--- config.mk ---
export PLATFORM = sky130hd
export DESIGN_NAME = parallelized_result_collector
export DESIGN_NICKNAME = d
export VERILOG_FILES = /design/src/rtl/parallelized_result_collector.sv
export SDC_FILE = /design/constraint.sdc
export NUM_CORES = 1
export LEC_CHECK = 0
export CAP_MARGIN = 20
export CORE_UTILIZATION = 31
export DETAILED_ROUTE_END_ITERATION = 8
export MAX_ROUTING_LAYER = met4
export PLACE_DENSITY = 0.77
export SLEW_MARGIN = 20
export SYNTH_ARGS = -nofsm -noshare
export SYNTH_HDL_FRONTEND = slang
export SYNTH_SLANG_ARGS = --single-unit
--- constraint.sdc ---
create_clock -name clk -period 1.3 [get_ports clk]
set_clock_uncertainty 0.1 [all_clocks]
set_input_delay 0.13 -clock clk [delete_from_list [all_inputs] [get_ports clk]]
set_output_delay 0.13 -clock clk [all_outputs]
set_load 0.05 [all_outputs]
--- src/rtl/parallelized_result_collector.sv ---
// Collects one result per lane into per-lane capture slots, then serializes the
// full group onto a single AXI-Stream master in lane order.
module parallelized_result_collector #(
  parameter int PE_NUMBER_I = 1,
  parameter int BATCH_SIZE  = 1,
  parameter int RSLT_WIDTH  = 16,
  parameter int ID_ENABLE   = 0,
  parameter int ID_WIDTH    = ID_ENABLE ? 8 : 1,
  parameter int DEST_ENABLE = 0,
  parameter int DEST_WIDTH  = DEST_ENABLE ? 8 : 1,
  parameter int USER_ENABLE = 0,
  parameter int USER_WIDTH  = USER_ENABLE ? 8 : 1,
  parameter int OUTPUT_ID   = 0,
  parameter int OUTPUT_USER = 0
) (
  input  logic                                        clk,
  input  logic                                        rst_n,
  input  logic [PE_NUMBER_I*BATCH_SIZE*RSLT_WIDTH-1:0] s_axis_d_tdata,
  input  logic [PE_NUMBER_I*BATCH_SIZE-1:0]            s_axis_d_tvalid,
  input  logic [PE_NUMBER_I*BATCH_SIZE-1:0]            s_axis_d_tlast,
  output logic [PE_NUMBER_I*BATCH_SIZE-1:0]            s_axis_d_tready,
  output logic [RSLT_WIDTH-1:0]                        m_axis_tdata,
  output logic                                         m_axis_tvalid,
  output logic                                         m_axis_tlast,
  input  logic                                         m_axis_tready,
  output logic [ID_WIDTH-1:0]                          m_axis_tid,
  output logic [DEST_WIDTH-1:0]                        m_axis_tdest,
  output logic [USER_WIDTH-1:0]                        m_axis_tuser,
  output logic                                         err_unalligned_last
);

  localparam int LANES = PE_NUMBER_I * BATCH_SIZE;
  localparam int IDX_W = (LANES > 1) ? $clog2(LANES) : 1;

  localparam logic [0:0] ST_COLLECT = 1'b0;
  localparam logic [0:0] ST_DRAIN   = 1'b1;

  logic [0:0]            state_q, state_d;
  logic [IDX_W-1:0]      idx_q, idx_d;
  logic [LANES-1:0]      full_q, full_d;
  logic [LANES-1:0]      last_q, last_d;
  logic                  err_q, err_d;
  logic [RSLT_WIDTH-1:0] data_q [LANES];
  logic [LANES-1:0]      cap;
  logic                  collect, drain, last_beat, m_hs;

  assign collect   = (state_q == ST_COLLECT);
  assign drain     = (state_q == ST_DRAIN);
  assign last_beat = (idx_q == IDX_W'(LANES - 1));
  assign m_hs      = drain & m_axis_tready;

  // Ready is forced low while reset is held so nothing is accepted mid-reset.
  assign s_axis_d_tready = {LANES{rst_n & collect}} & ~full_q;
  assign cap             = s_axis_d_tvalid & s_axis_d_tready;

  always_comb begin
    state_d = state_q;
    idx_d   = idx_q;
    full_d  = full_q;
    last_d  = last_q;
    err_d   = 1'b0;
    if (collect) begin
      full_d = full_q | cap;
      for (int k = 0; k < LANES; k++) begin
        if (cap[k]) last_d[k] = s_axis_d_tlast[k];
      end
      if (&full_d) begin
        state_d = ST_DRAIN;
        idx_d   = '0;
        err_d   = (|last_d) & ~(&last_d);
      end
    end else if (m_hs) begin
      if (last_beat) begin
        state_d = ST_COLLECT;
        idx_d   = '0;
        full_d  = '0;
      end else begin
        idx_d = idx_q + 1'b1;
      end
    end
  end

  always_ff @(posedge clk) begin
    if (!rst_n) begin
      state_q <= ST_COLLECT;
      idx_q   <= '0;
      full_q  <= '0;
      last_q  <= '0;
      err_q   <= 1'b0;
    end else begin
      state_q <= state_d;
      idx_q   <= idx_d;
      full_q  <= full_d;
      last_q  <= last_d;
      err_q   <= err_d;
    end
  end

  // Slot payload needs no reset: it is only observable while its full flag is set.
  always_ff @(posedge clk) begin
    for (int k = 0; k < LANES; k++) begin
      if (cap[k]) data_q[k] <= s_axis_d_tdata[k*RSLT_WIDTH +: RSLT_WIDTH];
    end
  end

  assign m_axis_tvalid       = drain;
  assign m_axis_tdata        = data_q[idx_q];
  assign m_axis_tlast        = drain & last_beat & (|last_q);
  assign err_unalligned_last = err_q;

  assign m_axis_tid   = (ID_ENABLE != 0)   ? ID_WIDTH'(OUTPUT_ID)     : '0;
  assign m_axis_tuser = (USER_ENABLE != 0) ? USER_WIDTH'(OUTPUT_USER) : '0;

  for (genvar gi = 0; gi < DEST_WIDTH; gi++) begin : g_dest
    if (DEST_ENABLE != 0 && gi < IDX_W) begin : g_idx
      assign m_axis_tdest[gi] = idx_q[gi];
    end else begin : g_zero
      assign m_axis_tdest[gi] = 1'b0;
    end
  end

endmodule

==> summary.txt <==
Synthesis
  • Synth unique cells: 12
  • Post-synth top cells: 16 x edfxtp_1, 4 x buf_4, 3 x dfxtp_1, 3 x nand2_1
  • FF+latch count, synth: 19
  • Post-Syn Area: 664 µm²
  • EDFF count, synth: 16
  • Most common cell in the netlist: edfxtp_1
  • Post-Syn Area per Cell: 18.5 µm²
  • Largest cells by area after synthesis: edfxtp_1 72%, dfxtp_1 9.0%, buf_4 4.5%, nor3b_2 3.8%, and2_1 1.9%
  • Warnings, synthesis: 0
  • Synthesized instance count: 36
  • Ys flop type: edfxtp_1
  • Synth top area share: 0.723
  • Synth async-reset ratio: 0
  • Sequential share of the synthesized area: 0.814
  • Area leader, netlist: edfxtp_1

Layout
  • Filler Cells Inserted: approximately 130
  • Fin cells: 111
  • Share of cells above drive strength 1: 0.405
  • Area of the multi-input gates: 116 µm²
  • Synthesis-to-finish area growth: 105%
  • Nets: 106
  • Final Instance Area: approximately 0.0014 mm²
  • Inserted Diodes: 0
  • Sequential Area: 548 µm²

Power
  • Sw power: 0.360 mW
  • Max rail drop VDD: 0.537 mV
  • Leakage power: 0.528 nW
  • Seq pwr share: 0.527
  • Internal power: roughly 1 mW
  • Clock power frac: 0.209
  • Sw frac: 0.264
  • Share of total power in combinational logic: 0.263
  • Power density cells: 1000 mW/mm²

GRT
  • GRT Util Overall: 0.147
  • Vias in the first global route: 436
  • Gr ovfl total: 0
  • Largest net degree at the start of global routing: 17
  • Grt met3 use: 0.0444
  • GRT busiest layer: met2
  • M1 GR Usage: 0.162
  • Initial antenna violation count: 0
  • First-pass GRT wire length: approximately 2100 µm
  • GR Util met2: 0.235

Floorplan
  • IO Count: 44
  • Die Y: 48.3 µm
  • Die X: 48.3 µm
  • Starting density of the core: 0.335
  • Core Footprint: 0.00198 mm²
  • Die footprint: 0.00233 mm²
  • # rows: 16

Clocking
  • CTS Hold Bufs: 0
  • Max clock buf depth: 2
  • H-tree levels: 1
  • CTS tree: yes
  • Clk slew on worst S/H paths: 0.10 ns
  • Clk_lat worst skew: roughly 0.28 ns
  • Root Buffer: clkbuf_4
  • # clock sinks: 19
  • CTS buffer count: 3

Timing
  • Final worst-path setup slack: -0.0572 ns
  • Hold Vio Cnt, Final: 0
  • Hold_ws: 0.290 ns
  • Setup TNS: -0.0572 ns
  • RSZ-0062 raised after global routing: yes
  • Post-route minimum period: 1.36 ns
  • FMAX: 737 MHz
  • Max Slew Vio Count: 0
  • Final period util: 1.04
  • Final setup viols: 1

Critical path
  • Setup crit end kind: primary output
  • Setup CP Type: reg2out
  • WP data required: 1.07 ns
  • CP Cell Sequence: nor3b_4 -> buf_6 -> buf_12
  • Register-to-register setup slack: roughly 0.010 ns
  • Slowest CP cell: dfxtp_4
  • CP top delay family: flip-flops
  • CP max stage delay: 0.37 ns
  • Arrival @ worst endpoint: between 1 and 1.5 ns
  • Worst setup SP type: register
  • Crit Path Max Fanout: 2
  • Worst path buffer plus inverter count: 2

Status
  • Status: finished with violations
  • Violated checks: setup timing

Route
  • Vias: 455
  • Remaining antenna violation count: 0
  • Drt total wl: 1510 µm
  • DR iter-0 viols: 1
  • First-pass DRT Iterations: 2
  • Routed WL per cell: 13.6 µm
  • Vias/cell: 4.10
  • DRC: 0

Placement
  • Placed cell count: approximately 100
  • GPL Wtd Cong: 0.645
  • Worst slack, placed: -0.258 ns
  • I/O Buffers: 39
  • Dpl cell area: around 0.0013 mm²

Worst hold path
  • Worst hold-check path type: in2reg

Run
  • Max cap viols: 0
==> metrics by stage <==
step                      total power [mW]  utilization
final                                 1.36        0.687
after global routing                  1.41        0.687
after CTS                             1.35        0.677
after detailed placement              1.07        0.653
after global placement                1.06        0.653
after floorplan                      0.881            -
==> sequential cells by signal, summed over array words and instances, names as in the netlist <==
| signal | count |
|---|---|
| data_q | 16 |
| full_q | 1 |
| last_q | 1 |
| m_axis_tvalid | 1 |
==> kinds of logic (layout without fill, tap and decap cells) <==
| family | Yosys count | after routing | share of synthesized area |
|---|---|---|---|
| buffers and inverters | 4 | 49 | 0.0452 |
| other | 1 | 4 | 0.00564 |
| AOI/OAI and AO/OA | 3 | 3 | 0.0377 |
| and+or+nand+nor | 8 | 8 | 0.0829 |
| muxes | 1 | 1 | 0.0151 |
| DFF | 19 | 19 | 0.814 |
==> worst paths after layout <==
path,startpoint,endpoint,cells past startpoint
max,full_q$_SDFFE_PN0P_,s_axis_d_tready,3
min,s_axis_d_tdata[10],data_q[0][10]$_DFFE_PP_,1
max reg2reg,full_q$_SDFFE_PN0P_,data_q[0][7]$_DFFE_PP_,2
min reg2reg,last_q$_SDFFE_PN0P_,last_q$_SDFFE_PN0P_,2
==> layout by cell type, fill, tap and decap left out, drive strengths merged <==
cell,n
dfxtp,3
buf,25
clkdlybuf4s50,20
clkbuf,4
mux2i,1
a21boi,1
nor2b,1
nand2,3
o21a,1
conb,4
o311a,1
edfxtp,16
nor3b,2
and2,2
==> metal layers <==
metal	routed length (µm)	vias to the layer above	part of all wire
met4	13	0	0.0086
met1	582	199	0.39
met5	0	-	0
li1	-	220	-
met3	202	2	0.13
met2	712	34	0.47
==> final cells by class <==
type | count | share of cell area
tap | 27 | 0.0248
multi-input combinational | 16 | 0.0855
sequential | 19 | 0.403
timing repair buffer | 45 | 0.468
clock buffer | 4 | 0.0193
==> power groups by stage <==
stage          Sequential (mW)  Clock [mW]  Combinational, mW
2_1_floorplan            0.800           0             0.0805
3_3_place_gp             0.730           0              0.331
3_5_place_dp             0.733           0              0.338
4_1_cts                  0.718       0.286              0.350
5_1_grt                  0.721       0.320              0.374
6_report                 0.718       0.285              0.358
==> timing repair <==
item,CTS,global route
gates cloned,0,0
pin swaps,2,0
gates resized for setup,5,1
buffers inserted,1,2
endpoints found under the setup margin,2,18
Note: power is estimated with default switching activity, not from simulation.
